### config.mk
export PLATFORM = sky130hd
export DESIGN_NAME = pipe_reg_chain_flat
export DESIGN_NICKNAME = d
export VERILOG_FILES = /design/src/rtl/pipe_reg_chain_pkg.sv /design/src/rtl/pipe_reg_chain_if.sv /design/src/rtl/pipe_reg_chain_stage.sv /design/src/rtl/pipe_reg_chain.sv /design/src/flat_wrapper.sv
export SDC_FILE = /design/constraint.sdc
export NUM_CORES = 1
export LEC_CHECK = 0
export BUFFER_PORTS_ARGS = -buffer_cell sky130_fd_sc_hd__buf_2
export CAP_MARGIN = 15
export CORE_ASPECT_RATIO = 1.75
export CORE_MARGIN = 5
export CORE_UTILIZATION = 55
export CTS_CLUSTER_SIZE = 30
export DETAILED_ROUTE_END_ITERATION = 12
export PLACE_DENSITY = 0.77
export SETUP_SLACK_MARGIN = 0.05
export SYNTH_ARGS = -nofsm -noshare
export SYNTH_HDL_FRONTEND = slang
export SYNTH_SLANG_ARGS = --single-unit
### constraint.sdc
create_clock -name clk -period 3.4 [get_ports clk]
set_clock_uncertainty 0.15 [all_clocks]
set_input_delay 0.17 -clock clk [delete_from_list [all_inputs] [get_ports clk]]
set_output_delay 0.17 -clock clk [all_outputs]
set_load 0.1 [all_outputs]
### src/rtl/pipe_reg_chain_pkg.sv
`default_nettype none
// ============================================================================
// Module      : pipe_reg_chain_pkg
// Description : Shared constants and helpers for the elastic register
//               pipeline and other streaming blocks that use the same
//               {valid, data} beat layout.
// Revision    : 1.0 - initial release
// ============================================================================
package pipe_reg_chain_pkg;

    // Largest supported chain depth; deeper requests are clamped.
    localparam int PIPE_MAX_DEPTH = 16;

    // Beat layout: valid flag sits directly above the data field.
    localparam int BEAT_VALID_OFS = 0;   // offset above the data MSB
    localparam int BEAT_DATA_LSB  = 0;

    // Ceiling log2, usable in constant expressions.
    function automatic int pipe_clog2(input int n);
        int r;
        r = 0;
        while ((1 << r) < n) begin
            r = r + 1;
        end
        return r;
    endfunction

endpackage : pipe_reg_chain_pkg
`default_nettype wire

### src/rtl/pipe_reg_chain_if.sv
`default_nettype none
// ============================================================================
// Module      : pipe_reg_chain_if
// Description : valid/ready/data streaming handshake.
//               master : drives valid + data, receives ready
//               slave  : receives valid + data, drives ready
// Revision    : 1.0 - initial release
// ============================================================================
interface pipe_reg_chain_if
    import pipe_reg_chain_pkg::*;
#(
    parameter int WIDTH = 8
);
    logic             valid;
    logic             ready;
    logic [WIDTH-1:0] data;

    modport master (output valid, output data, input ready);
    modport slave  (input valid, input data, output ready);

endinterface : pipe_reg_chain_if
`default_nettype wire

### src/rtl/pipe_reg_chain_stage.sv
`default_nettype none
// ============================================================================
// Module      : pipe_reg_chain_stage
// Description : One stage of the elastic pipeline: valid + data registers and
//               the combinational advance term for the ready chain.
//   clk        in   clock
//   rst_n      in   synchronous active-low reset
//   flush_i    in   clear valid (only with PIPE_FLUSH_EN defined)
//   v_i/d_i    in   beat offered by the previous stage (or upstream)
//   adv_next_i in   advance of the following stage (or downstream ready)
//   v_o/d_o    out  beat held by this stage
//   adv_o      out  this stage loads on the next edge
// Revision    : 1.0 - initial release
// ============================================================================
module pipe_reg_chain_stage
    import pipe_reg_chain_pkg::*;
#(
    parameter int WIDTH = 8
) (
    input  wire logic             clk,
    input  wire logic             rst_n,
`ifdef PIPE_FLUSH_EN
    input  wire logic             flush_i,
`endif
    input  wire logic             v_i,
    input  wire logic [WIDTH-1:0] d_i,
    input  wire logic             adv_next_i,
    output logic                  v_o,
    output logic [WIDTH-1:0]      d_o,
    output logic                  adv_o
);

    logic             v_q, v_d;
    logic [WIDTH-1:0] d_q, d_d;

    // An empty stage can always take a beat, which is what collapses bubbles.
    assign adv_o = ~v_q | adv_next_i;
    assign v_o   = v_q;
    assign d_o   = d_q;

    always_comb begin
        v_d = v_q;
        d_d = d_q;
        if (adv_o) begin
            v_d = v_i;
            // Bubbles leave the data register untouched.
            if (v_i) begin
                d_d = d_i;
            end
        end
`ifdef PIPE_FLUSH_EN
        // Flush wins over the same-cycle load; data keeps its old value.
        if (flush_i) begin
            v_d = 1'b0;
            d_d = d_q;
        end
`endif
    end

    always_ff @(posedge clk) begin
        if (!rst_n) begin
            v_q <= 1'b0;
            d_q <= '0;
        end else begin
            v_q <= v_d;
            d_q <= d_d;
        end
    end

endmodule : pipe_reg_chain_stage
`default_nettype wire

### src/rtl/pipe_reg_chain.sv
`default_nettype none
// ============================================================================
// Module      : pipe_reg_chain
// Description : Elastic register pipeline of DEPTH stages with valid/ready
//               back-pressure and bubble collapse. Zero-stall latency is
//               DEPTH cycles, throughput one beat per cycle.
//   clk    in   clock
//   rst_n  in   synchronous active-low reset
//   flush  in   clears all stage valids (present only with PIPE_FLUSH_EN)
//   up     slave  upstream beats (in_valid / in_ready / in_data)
//   dn     master downstream beats (out_valid / out_ready / out_data)
// Optional feature macro: PIPE_FLUSH_EN
// Revision    : 1.0 - initial release
// ============================================================================
module pipe_reg_chain
    import pipe_reg_chain_pkg::*;
#(
    parameter int WIDTH = 8,
    parameter int DEPTH = 4
) (
    input  wire logic        clk,
    input  wire logic        rst_n,
`ifdef PIPE_FLUSH_EN
    input  wire logic        flush,
`endif
    pipe_reg_chain_if.slave  up,
    pipe_reg_chain_if.master dn
);

    // Depth clamped to the supported range.
    localparam int c_depth = (DEPTH < 1) ? 1 :
                             (DEPTH > PIPE_MAX_DEPTH) ? PIPE_MAX_DEPTH : DEPTH;

    logic             w_vin  [c_depth];
    logic [WIDTH-1:0] w_din  [c_depth];
    logic             w_v    [c_depth];
    logic [WIDTH-1:0] w_d    [c_depth];
    logic             w_adv  [c_depth+1];

    // Ready chain closes on the downstream ready; in_ready never sees in_valid.
    assign w_adv[c_depth] = dn.ready;
    assign up.ready       = w_adv[0];
    assign dn.valid       = w_v[c_depth-1];
    assign dn.data        = w_d[c_depth-1];

    for (genvar i = 0; i < c_depth; i++) begin : g_stage
        if (i == 0) begin : g_head
            assign w_vin[i] = up.valid;
            assign w_din[i] = up.data;
        end else begin : g_body
            assign w_vin[i] = w_v[i-1];
            assign w_din[i] = w_d[i-1];
        end

        pipe_reg_chain_stage #(
            .WIDTH (WIDTH)
        ) u_stage (
            .clk        (clk),
            .rst_n      (rst_n),
`ifdef PIPE_FLUSH_EN
            .flush_i    (flush),
`endif
            .v_i        (w_vin[i]),
            .d_i        (w_din[i]),
            .adv_next_i (w_adv[i+1]),
            .v_o        (w_v[i]),
            .d_o        (w_d[i]),
            .adv_o      (w_adv[i])
        );
    end

endmodule : pipe_reg_chain
`default_nettype wire

### src/flat_wrapper.sv
// flat-port wrapper written by rule: the top's interface ports become plain ports
module pipe_reg_chain_flat import pipe_reg_chain_pkg::*;
#(
    parameter int WIDTH = 8,
    parameter int DEPTH = 4
)
  (clk, rst_n, up_valid, up_data, up_ready, dn_valid, dn_data, dn_ready);
  pipe_reg_chain_if #(.WIDTH(WIDTH)) up_i ();
  pipe_reg_chain_if #(.WIDTH(WIDTH)) dn_i ();
  input  wire logic clk;
  input  wire logic rst_n;
  input wire logic [$bits(up_i.valid)-1:0] up_valid;
  input wire logic [$bits(up_i.data)-1:0] up_data;
  output wire logic [$bits(up_i.ready)-1:0] up_ready;
  output wire logic [$bits(dn_i.valid)-1:0] dn_valid;
  output wire logic [$bits(dn_i.data)-1:0] dn_data;
  input wire logic [$bits(dn_i.ready)-1:0] dn_ready;
  assign up_i.valid = up_valid;
  assign up_i.data = up_data;
  assign up_ready = up_i.ready;
  assign dn_valid = dn_i.valid;
  assign dn_data = dn_i.data;
  assign dn_i.ready = dn_ready;
  pipe_reg_chain #(.WIDTH(WIDTH), .DEPTH(DEPTH)) u_core (.clk(clk), .rst_n(rst_n), .up(up_i), .dn(dn_i));
endmodule
Yosys cells after proc, flatten, opt, wreduce, memory -nomap -nowiden
Index checks and enable logic that the tools add are counted.
Cells by class
  reductions and logical operators: 4
  bitwise operators: 8
Operators by type and width (count)
  AND reduction 2 bit: 4
  inverter 1 bit: 4
  OR 1 bit: 4
Word-level totals
  bits of input ports: 12
  word-level logic and storage cells: 20
  register bits after elaboration: 36
  output and inout port bits: 10

Longest topological paths before layout
Gate-level depths: netlist of the first run.
  depth in word-level cells: 6
  mapped depth: 5
  depth with buffers taken out: 3

Hierarchy
A second synthesis of the first run with hierarchy kept.
Second synthesis, totals
  cells, all modules: 160
  area total of the unflattened synthesis: 1501.4 um2
By module, submodules not included
  pipe_reg_chain_stage: area each 375.4 um2, instances 4, cells each 40, sequential area each 180.2 um2

Worst setup path after synthesis of the first run
OpenSTA, ideal clock, no wires.
  path kind: flip-flop to flip-flop
  from: register u_core.g_stage[3].u_stage.v_q
  to: register u_core.g_stage[0].u_stage.v_q
  path slack: 1.322 ns
  cell stages (with the launch flop): 5
  buffers on the path: 1
  data required time: 3.182 ns
  arrival time: 1.860 ns
  clock period less this slack: 2.078 ns
  library setup time: 0.068 ns
  cell sequence: dfxtp_1 -> and4b_1 -> buf_6 -> nand2_4 -> a21oi_2
On the way
  cells in the longest elaborated chain, start to end: 5
Ends and longest elaborated chain
  from (decl): line pipe_reg_chain_stage.sv:33  | logic v_q, v_d;
  from (signal assigned): line pipe_reg_chain_stage.sv:65  | v_q <= v_d;
  inverter 1 bit: line pipe_reg_chain_stage.sv:37  | assign adv_o = ~v_q | adv_next_i;
  OR 1 bit (4 in series): line pipe_reg_chain_stage.sv:37
  named net up_ready: line flat_wrapper.sv:14  | output wire logic [$bits(up_i.ready)-1:0] up_ready;
  to (signal assigned): line pipe_reg_chain_stage.sv:65
  to (decl): line pipe_reg_chain_stage.sv:33
The timed path passes the listed nets, and every way through them passes these cells.
A chain may end at the register's enable or synchronous reset.

Worst setup path after layout of the first run
  from: register u_core.g_stage[2].u_stage.v_q
  to: output up_ready
On the way
  cells in the longest elaborated chain, start to end: 4
Ends and longest elaborated chain (line)
  from (decl): pipe_reg_chain_stage.sv:33
  from (signal assigned): pipe_reg_chain_stage.sv:65
  inverter 1 bit: pipe_reg_chain_stage.sv:37
  OR 1 bit (3 in series): pipe_reg_chain_stage.sv:37
  to (decl): flat_wrapper.sv:14
Every way passes these cells.

==> results.py, run 1 <==
metrics = {
    "run_status": {
        "status": "completed",
    },
    "drt": {
        "drt_first_pass_iters": 5,
        "wl_mm": 3.163,
        "wl_per_cell_microns": 14.51,
        "routed_via_density": 6.216,
        "vias": 1355,
        "drc": 0,
        "ant_nets": 0,
        "drt-initial-drc-count": 41,
    },
    "sta": {
        "hold_violations": 0,
        "fin_crit_ns": 2.154,
        "tightestPinTransition_ns": 0.8610,
        "setup_viol": 0,
        "holdWs_ns": 0.008154,
        "slew_headroom_pct": 42.60,
        "period_share_pct": 63.34,
        "rsz0062_at_grt": "false",
        "setup_tns_ns": 0,
        "max_freq_mhz": 464.4,
        "slew_viol_final": 0,
    },
    "worst_setup_path": {
        "worstSetupPathType": "reg -> out",
        "worstPathArrival_ns": 1.83,
        "rr_worst_depth": 3,
        "start_kind": "flop",
        "path_max_fanout": 12,
        "end_kind": "output pin",
        "required_ns": 3.08,
    },
    "min_path": {
        "hold_class": "in -> reg",
        "holdPathStages": 3,
    },
    "cts": {
        "post_cts_buffers": 0,
        "h-tree-depth": 2,
        "cts_sinks": 36,
        "cts_buffer_depth": 2,
        "cts_buffers": 5,
        "ctsResizeCount": 0,
        "ctsHoldBuffers": 6,
        "path_clk_slew_ns": 0.07,
        "worstSkewPairLatency_ns": 0.28,
        "cts_root_buf": "clkbuf_8",
        "cts_tree": "built",
    },
    "logic_synthesis": {
        "ys_async_sr_fraction_pct": 0,
        "yosysSeqAreaShare_pct": 45.61,
        "postSynthCellCount": 172,
        "ys_ff_latch": 36,
        "ys_types": 26,
        "syn_area_sq_um": 1580,
        "avgSynthCellArea_sq_um": 9.188,
        "synth_edf_count": 0,
        "ys.flop_type": "dfxtp_1",
        "syn_nets": 184,
        "ys_warn_count": 0,
    },
    "pwr": {
        "clock_power_share_pct": 35.1,
        "power-per-cell-area_nw_per_um2": 449.7,
        "total_power_uw": 791.6,
        "combPwrFrac_pct": 7.9,
        "p_int_uw": 601.6,
        "p_seq_share_pct": 56.9,
        "swShare_pct": 24.01,
        "leakage_nw": 0.7788,
        "vdd_ir_drop_max_v": 0.0003344,
        "p_sw_uw": 190.1,
    },
    "floorplan": {
        "die_w_microns": 50.52,
        "die-area_sq_um": 4088,
        "num_rows": 25,
        "fp.dieH_microns": 80.91,
        "coreArea_sq_um": 2721,
        "start_util_pct": 58.07,
        "io_pins": 22,
    },
    "global_route": {
        "grt.overflow.total": 0,
        "antenna_found_initial": 0,
        "grt_first_pass_wirelength_mm": 5.485,
        "grt_pass1_vias": 1280,
        "grt_util_all_layers_pct": 17.01,
        "grt_max_degree": 58,
    },
    "final_layout": {
        "nets": 203,
        "utilization_pct": 64.69,
        "area_delta_synth_final_pct": 11.40,
        "seq_area_sq_um": 720.7,
        "layout_commonest_cell": "dfxtp_1",
        "multi_input_area_sq_um": 752.0,
        "layout_common_cells": "dfxtp_1 (36), nand4_1 (24), buf_2 (21)",
        "nFillCells": 238,
        "diodes": 0,
        "layout-drive-gt1-share_pct": 20.42,
    },
    "place": {
        "numPortBuffers": 21,
        "place_hpwl_mm": 2.208,
        "gp_congestion": 0.7887,
    },
    "job": {
        "maxCapViolations": 0,
    },
}
==> cells by family after synthesis <==
group	synth area share [%]
DFF	45.61
muxes	5.068
buffers and inverters	6.809
and+or+nand+nor	28.11
AOI/OAI and AO/OA	14.41
==> power by group through the flow <==
stage | clock (mW) | combinational, mW | sequential, mW
after CTS | 0.284 | 0.0626 | 0.450
after global routing | 0.306 | 0.0702 | 0.453
after global placement | 0 | 0.0543 | 0.459
final | 0.278 | 0.0627 | 0.451
after detailed placement | 0 | 0.0571 | 0.460
after floorplan | 0 | 0.0475 | 0.456
==> flip-flops by register name (all words and copies together) (netlist names) <==
signal,flops
u_core.g_stage.u_stage.d_o,32
u_core.g_stage.u_stage.v_o,4
==> path summary, 6_finish.rpt <==
path | slack [ns] | startpoint | end
worst max-delay path | 1.25 | u_core.g_stage[2].u_stage.v_o | up_ready
worst min-delay path | 0.008 | up_data[7] | u_core.g_stage[0].u_stage.d_o[7]
worst max register to register | 1.70 | u_core.g_stage[2].u_stage.v_o | u_core.g_stage[1].u_stage.d_o[4]
worst min register to register | 0.32 | u_core.g_stage[1].u_stage.d_o[2] | u_core.g_stage[1].u_stage.d_o[2]
==> worst max-delay path: stages, from the launching register on <==
cell and delay (ns):
dfxtp_1 0.59, and4b_1 0.56, nand2_4 0.09, buf_2 0.32
==> cell type report <==
cell class / count / area share, %
repair buffers: 27 / 9.382
well taps: 27 / 1.919
clock inverters: 1 / 0.2843
multi-input cells: 118 / 42.71
flip-flops and latches: 36 / 40.94
clock buffers: 6 / 4.122
inverters: 3 / 0.6397
==> through the flow <==
step	instances	setup WS [ns]	instance area, sq um
6_report	218	1.247	1760
5_1_grt	218	1.142	1760
4_1_cts	218	1.264	1760
3_5_place_dp	205	1.584	1623
3_3_place_gp	205	1.615	1623
2_1_floorplan	172	1.322	1580
==> per-layer routing <==
metal  share of wire, %  vias to the layer above  global-route usage (%)
met5                  0                        -                       0
met4                1.7                        0                   7.673
met3                6.2                        7                   4.954
met2                 53                       45                   29.73
met1                 39                      629                   18.42
li1                   -                      674                       -
==> cells in the mapped netlist (2+ instances only) <==
master,number,area [sq um]
and3b_1,7,61.31
o21ai_1,10,50.05
buf_6,4,45.04
o21ai_2,6,52.55
a21oi_1,10,50.05
a31oi_1,8,50.05
mux2i_1,8,80.08
nand2_1,16,60.06
and4b_1,2,20.02
buf_2,5,25.02
nand3_1,16,80.08
nand4_1,24,150.1
dfxtp_1,36,720.7
inv_2,2,7.510
nor2_1,3,11.26
clkbuf_1,5,18.77
No activity file was read; power rests on OpenSTA's default activity.
==> run 2, diff against run 1 <==
- ABC_AREA: unset -> 1
- CORE_UTILIZATION: 55 -> 53
- PLACE_DENSITY: 0.77 -> 0.76
- clock period: 3.4 -> 2 ns (I/O delays scaled with it)
==> run 2 against run 1 <==
Sequential share of layout area up 4.0 points. Non-clock buffer count up 2. Synthesized cell count up 0.58%. Routed wire length down 25%. Clock power up 64%.
==> results.py, run 2 <==
metrics = {
    "sta": {
        "setup_tns_ns": 0,
        "tightestPinTransition_ns": 0.4881,
        "max_freq_mhz": 539.3,
        "timing.final.ws_setup_ns": 0.1458,
        "slew_headroom_pct": 67.69,
        "hold_violations": 0,
        "period_share_pct": 92.71,
        "rsz0062_at_grt": "false",
        "fin_crit_ns": 1.854,
        "setup_viol": 0,
        "slew_viol_final": 0,
    },
    "drt": {
        "routed_via_density": 4.930,
        "drc": 0,
        "ant_nets": 0,
        "drt_first_pass_iters": 4,
        "wl_per_cell_microns": 10.39,
        "wl_mm": 2.380,
        "vias": 1129,
        "drt-initial-drc-count": 28,
    },
    "final_layout": {
        "diodes": 0,
        "area_delta_synth_final_pct": 19.78,
        "nets": 215,
        "layout_commonest_cell": "nor2_1",
        "layout_common_cells": "nor2_1 (58), dfxtp_1 (35), o21ai_0 (24)",
        "largest_register_ffs": 32,
        "layout-drive-gt1-share_pct": 16.26,
        "utilization_pct": 65.24,
        "finalNonFillerCells": 229,
    },
    "cts": {
        "post_cts_buffers": 0,
        "ctsResizeCount": 0,
        "worstSkewPairLatency_ns": 0.27,
        "cts_tree": "built",
        "cts_root_buf": "clkbuf_8",
        "cts_buffer_depth": 2,
        "ctsHoldBuffers": 8,
        "cts_sinks": 36,
        "cts_buffers": 5,
        "path_clk_slew_ns": 0.06,
        "h-tree-depth": 2,
    },
    "logic_synthesis": {
        "ys.flop_type": "dfxtp_1",
        "synth_xor_area_share_pct": 0,
        "syn_area_sq_um": 1341,
        "synth_compound_area_share_pct": 13.06,
        "postSynthCellCount": 173,
        "synthSimpleGateAreaFrac_pct": 26.68,
        "synth_edf_count": 0,
        "yosysMostFrequentCell": "nor2_1",
        "syn_nets": 185,
        "ys_async_sr_fraction_pct": 0,
        "synth.top_cell.area_share_pct": 53.73,
        "yosys-top-cells-count": "nor2_1 (58), dfxtp_1 (36), o21ai_0 (24), inv_1 (15), a21oi_1 (11)",
        "yosys.area.top_type": "dfxtp_1",
        "synth.area.top_cells": "dfxtp_1 (54%), nor2_1 (16%), o21ai_0 (9.0%)",
        "synth_fa_ha_area_share_pct": 0,
        "avgSynthCellArea_sq_um": 7.753,
        "ys_types": 14,
        "ys_warn_count": 0,
        "yosysSeqAreaShare_pct": 53.73,
        "synth_top_family_by_area": "simple AND/OR/NAND/NOR gates",
        "ys_ff_latch": 36,
        "muxShareOfSynthArea_pct": 0,
    },
    "global_route": {
        "antenna_found_initial": 0,
        "grt_util_all_layers_pct": 15.69,
        "grt_pass1_vias": 1053,
        "grt.overflow.total": 0,
        "grt_first_pass_wirelength_mm": 4.209,
        "grt_max_degree": 34,
    },
    "floorplan": {
        "num_rows": 24,
        "io_pins": 22,
        "fp.dieH_microns": 76.55,
        "die_w_microns": 48.03,
        "coreArea_sq_um": 2462,
        "die-area_sq_um": 3677,
        "start_util_pct": 54.47,
    },
    "place": {
        "gp_congestion": 0.7342,
        "dp.cells": 214,
        "numPortBuffers": 21,
        "place_ws_ns": 0.5714,
        "place_hpwl_mm": 1.589,
    },
    "job": {
        "maxCapViolations": 0,
    },
    "pwr": {
        "vdd_ir_drop_max_v": 0.0005133,
        "p_sw_uw": 345.2,
        "power-per-cell-area_nw_per_um2": 865.3,
        "leakage_nw": 0.7690,
        "swShare_pct": 24.83,
        "p_int_mw": 1.045,
        "combPwrFrac_pct": 11.5,
        "p_seq_share_pct": 55.7,
        "clock_power_share_pct": 32.8,
    },
    "worst_setup_path": {
        "worstPathArrival_ns": 1.60,
        "r2r_start": "u_core.g_stage[3].u_stage.v_o",
        "r2r_slack_ns": 0.61,
        "start_kind": "primary input",
        "worstSetupPathType": "in -> out",
        "crit_start": "dn_ready",
        "required_ns": 1.75,
        "rr_worst_depth": 7,
        "end_kind": "output pin",
        "worst_r2r_endpoint": "u_core.g_stage[1].u_stage.d_o[5]",
        "path_max_fanout": 18,
        "endpoint": "up_ready",
    },
    "min_path": {
        "holdPathStages": 5,
        "hold_class": "in -> reg",
    },
    "run_status": {
        "status": "completed",
    },
}
==> run 2: changes by cell type after synthesis, moves of 8 or more <==
cell	previous run	this run
a31oi_1	8	0
inv_1	1	15
mux2i_1	8	0
nand4_1	24	0
nor2_1	3	58
o21ai_0	0	24
o21ai_1	10	0
==> run 2: how the worst min path moves through the flow <==
stage / endpoint / from / slack (ns)
6_report: u_core.g_stage[0].u_stage.d_o[4] / up_data[4] / 0.04
3_3_place_gp: u_core.g_stage[0].u_stage.d_o[2] / up_data[2] / 0.26
3_5_place_dp: u_core.g_stage[0].u_stage.d_o[6] / up_data[6] / 0.27
4_1_cts: u_core.g_stage[0].u_stage.d_o[4] / up_data[4] / 0.03
2_1_floorplan: u_core.g_stage[2].u_stage.d_o[2] / rst_n / 0.09
5_1_grt: u_core.g_stage[0].u_stage.d_o[4] / up_data[4] / 0.05
==> run 2: logic make-up after synthesis <==
group                  Yosys count
AOI/OAI and AO/OA               35
DFF                             36
and+or+nand+nor                 81
buffers and inverters           21
==> run 2: layout make-up <==
cell class / instances / area [sq um]
Clock buffer: 6 / 72.57
Tap cell: 26 / 32.53
Timing Repair Buffer: 29 / 185.2
Fill cell: 222 / 855.8
Clock inverter: 1 / 5.005
Multi-Input combinational cell: 116 / 533.0
Inverter: 15 / 56.30
Sequential cell: 36 / 721.9
==> run 2: through the flow <==
step                      cell area (sq um)  hold WS [ns]  total power [mW]
after floorplan                        1343       0.08571            0.9062
after global placement                 1449        0.2614            0.9330
after detailed placement               1449        0.2742            0.9379
after CTS                              1607       0.03288             1.411
after global routing                   1607       0.04625             1.468
final                                  1607       0.03665             1.390
==> run 2: metal layers <==
layer | vias up | GRT usage (%) | part of all wire [%]
met5 | - | 0 | 0
met4 | 0 | 7.547 | 2.6
met3 | 5 | 5.674 | 4.8
met2 | 24 | 27.06 | 56
met1 | 496 | 15.02 | 37
li1 | 604 | - | -
==> run 2: critical path, cell delays in order <==
cell           delay [ns]
dlygate4sd3_1        0.53
buf_2                0.13
nor2_4               0.19
nand4_4              0.25
buf_2                0.39
==> run 2: power groups by stage <==
stage | Combinational [mW] | Sequential, mW | Clock, mW
after floorplan | 0.0760 | 0.830 | 0
after global placement | 0.144 | 0.789 | 0
after detailed placement | 0.148 | 0.790 | 0
after CTS | 0.160 | 0.775 | 0.476
after global routing | 0.182 | 0.778 | 0.508
final | 0.159 | 0.774 | 0.456
==> run 3, diff against run 2 <==
--- a/config.mk
+++ b/config.mk
@@ -6,13 +6,12 @@
 export NUM_CORES = 1
 export LEC_CHECK = 0
-export ABC_AREA = 1
 export BUFFER_PORTS_ARGS = -buffer_cell sky130_fd_sc_hd__buf_2
 export CAP_MARGIN = 15
 export CORE_ASPECT_RATIO = 1.75
 export CORE_MARGIN = 5
-export CORE_UTILIZATION = 53
+export CORE_UTILIZATION = 55
 export CTS_CLUSTER_SIZE = 30
 export DETAILED_ROUTE_END_ITERATION = 12
-export PLACE_DENSITY = 0.76
+export PLACE_DENSITY = 0.77
 export SETUP_SLACK_MARGIN = 0.05
 export SYNTH_ARGS = -nofsm -noshare
==> constraint.sdc (replaced) <==
create_clock -name clk -period 2 [get_ports clk]
set_clock_uncertainty 0.15 [all_clocks]
set_input_delay 0.2 -clock clk [delete_from_list [all_inputs] [get_ports clk]]
set_output_delay 0.2 -clock clk [all_outputs]
set_load 0.1 [all_outputs]
==> run 3 against run 2 <==
Flip-flop and latch count unchanged. Total power decreased by 5.2%. Fmax increased by 3.7%. Worst setup slack better by 0.067 ns. Register-to-register slack got worse by 0.12 ns. Die area is 11% higher. Critical path type is now reg -> out. Largest power group unchanged. Highest routed layer unchanged.
==> results.py, run 3 (synthesized netlist as in run 1, its figures left out) <==
metrics = {
    "run_status": {
        "status": "completed",
    },
    "worst_setup_path": {
        "cp_slowest_cell": "buf_2",
        "crit_family": "buffers and inverters",
        "required_ns": 1.65,
        "worst_r2r_endpoint": "u_core.g_stage[1].u_stage.d_o[2]",
        "worstSetupPathType": "reg -> out",
        "r2r_start": "u_core.g_stage[1].u_stage.v_o",
        "path_cells": "and4b_1 > nand2_4 > buf_2",
        "worst_path_largest_cell_delay_ns": 0.43,
        "end_kind": "output pin",
        "worstPathArrival_ns": 1.44,
        "path_max_fanout": 4,
        "rr_worst_depth": 3,
        "start_kind": "flop",
        "crit_buf_inv": 1,
        "r2r_slack_ns": 0.49,
    },
    "sta": {
        "hold_violations": 0,
        "rsz0062_at_grt": "false",
        "slew_headroom_pct": 65.68,
        "tightestPinTransition_ns": 0.5137,
        "timing.final.ws_setup_ns": 0.2127,
        "setup_viol": 0,
        "setup_tns_ns": 0,
        "max_freq_mhz": 559.5,
        "period_share_pct": 89.36,
        "slew_viol_final": 0,
        "fin_crit_ns": 1.787,
    },
    "drt": {
        "wl_mm": 3.038,
        "drt-initial-drc-count": 35,
        "vias": 1312,
        "drc": 0,
        "wl_per_cell_microns": 14.20,
        "drt_first_pass_iters": 4,
        "ant_nets": 0,
        "routed_via_density": 6.131,
    },
    "final_layout": {
        "utilization_pct": 63.77,
        "nets": 201,
        "largest_register_ffs": 32,
        "layout_common_cells": "dfxtp_1 (35), nand4_1 (24), buf_2 (21)",
        "area_delta_synth_final_pct": 9.818,
        "diodes": 0,
        "layout-drive-gt1-share_pct": 22.99,
        "layout_commonest_cell": "dfxtp_1",
    },
    "cts": {
        "ctsHoldBuffers": 0,
        "ctsResizeCount": 0,
        "path_clk_slew_ns": 0.06,
        "post_cts_buffers": 0,
        "cts_buffers": 5,
        "cts_buffer_depth": 2,
        "worstSkewPairLatency_ns": 0.28,
        "cts_tree": "built",
        "cts_sinks": 36,
        "h-tree-depth": 2,
        "cts_root_buf": "clkbuf_8",
    },
    "place": {
        "gp_congestion": 0.7506,
        "numPortBuffers": 21,
        "place_ws_ns": 0.4724,
        "place_hpwl_mm": 2.182,
    },
    "global_route": {
        "antenna_found_initial": 0,
        "grt_pass1_vias": 1223,
        "grt_util_all_layers_pct": 17.41,
        "grt_first_pass_wirelength_mm": 5.582,
        "grt_max_degree": 58,
        "busiest_layer": "met2",
        "grt.overflow.total": 0,
        "gr-usage-met3_pct": 4.404,
        "grtUsageMet1_pct": 18.14,
        "grt_use_met2_pct": 31.34,
    },
    "floorplan": {
        "num_rows": 25,
        "coreArea_sq_um": 2721,
        "start_util_pct": 58.07,
        "fp.dieH_microns": 80.91,
        "die-area_sq_um": 4088,
        "io_pins": 22,
        "die_w_microns": 50.52,
    },
    "min_path": {
        "hold_class": "in -> reg",
        "min_from": "up_data[3]",
        "holdPathStages": 3,
        "hold_end": "u_core.g_stage[0].u_stage.d_o[3]",
    },
    "pwr": {
        "total_power_mw": 1.317,
        "power-per-cell-area_nw_per_um2": 759.1,
        "vdd_ir_drop_max_v": 0.0005068,
        "leakage_nw": 0.7745,
    },
    "job": {
        "maxCapViolations": 0,
    },
}
-- run 3: cell types whose count changed in the layout (fill, tap and decap cells not counted), moves of 10 or more --
cell     previous run  this run
nor2_1             58         3
nand4_1             0        24
o21ai_0            24         0
inv_1              15         1
o21ai_1             0        10
-- run 3: final cells by class --
class / instances / area [sq um]
Inverter: 3 / 11.26
Fill cell: 259 / 985.9
Clock buffer: 5 / 68.82
Sequential cell: 36 / 721.9
Timing Repair Buffer: 25 / 147.6
Tap cell: 27 / 33.78
Multi-Input combinational cell: 118 / 752.0
-- run 3: worst register-to-register path, stage by stage, from the launching register on --
cell and delay [ns]:
dfxtp_1 0.45, nand4b_4 0.28, and2_1 0.39, o21ai_2 0.17
-- run 3: metrics by stage --
step                area [sq um]  hold slack [ns]  instances
finish                      1735          0.01567        214
global route                1735          0.02189        214
CTS                         1735          0.01032        214
detailed placement          1667           0.3035        209
global placement            1667           0.2916        209
floorplan                   1582           0.1937        172
-- run 3: how the worst max path moves through the flow --
stage                                              from                          endpoint  slack [ns]  cells past startpoint
final                     u_core.g_stage[1].u_stage.v_o                          up_ready        0.21                      3
after global placement    u_core.g_stage[1].u_stage.v_o                          up_ready        0.53                      3
after CTS                 u_core.g_stage[1].u_stage.v_o                          up_ready        0.20                      3
after detailed placement                       dn_ready  u_core.g_stage[2].u_stage.d_o[0]        0.47                      4
after global routing      u_core.g_stage[1].u_stage.v_o                          up_ready        0.16                      3
after floorplan           u_core.g_stage[3].u_stage.v_o     u_core.g_stage[0].u_stage.v_o        0.30                      4
-- run 3: metal layers --
layer  wire length (microns)  vias to the layer above
li1                        -                      668
met1                    1168                      599
met2                    1617                       38
met3                     180                        7
met4                      71                        0
met5                       0                        -
-- run 3: where the power goes --
part	total [mW]	internal, mW	switching (mW)
Sequential	0.763	0.743	0.0202
Clock	0.447	0.224	0.223
Combinational	0.107	0.0422	0.0652
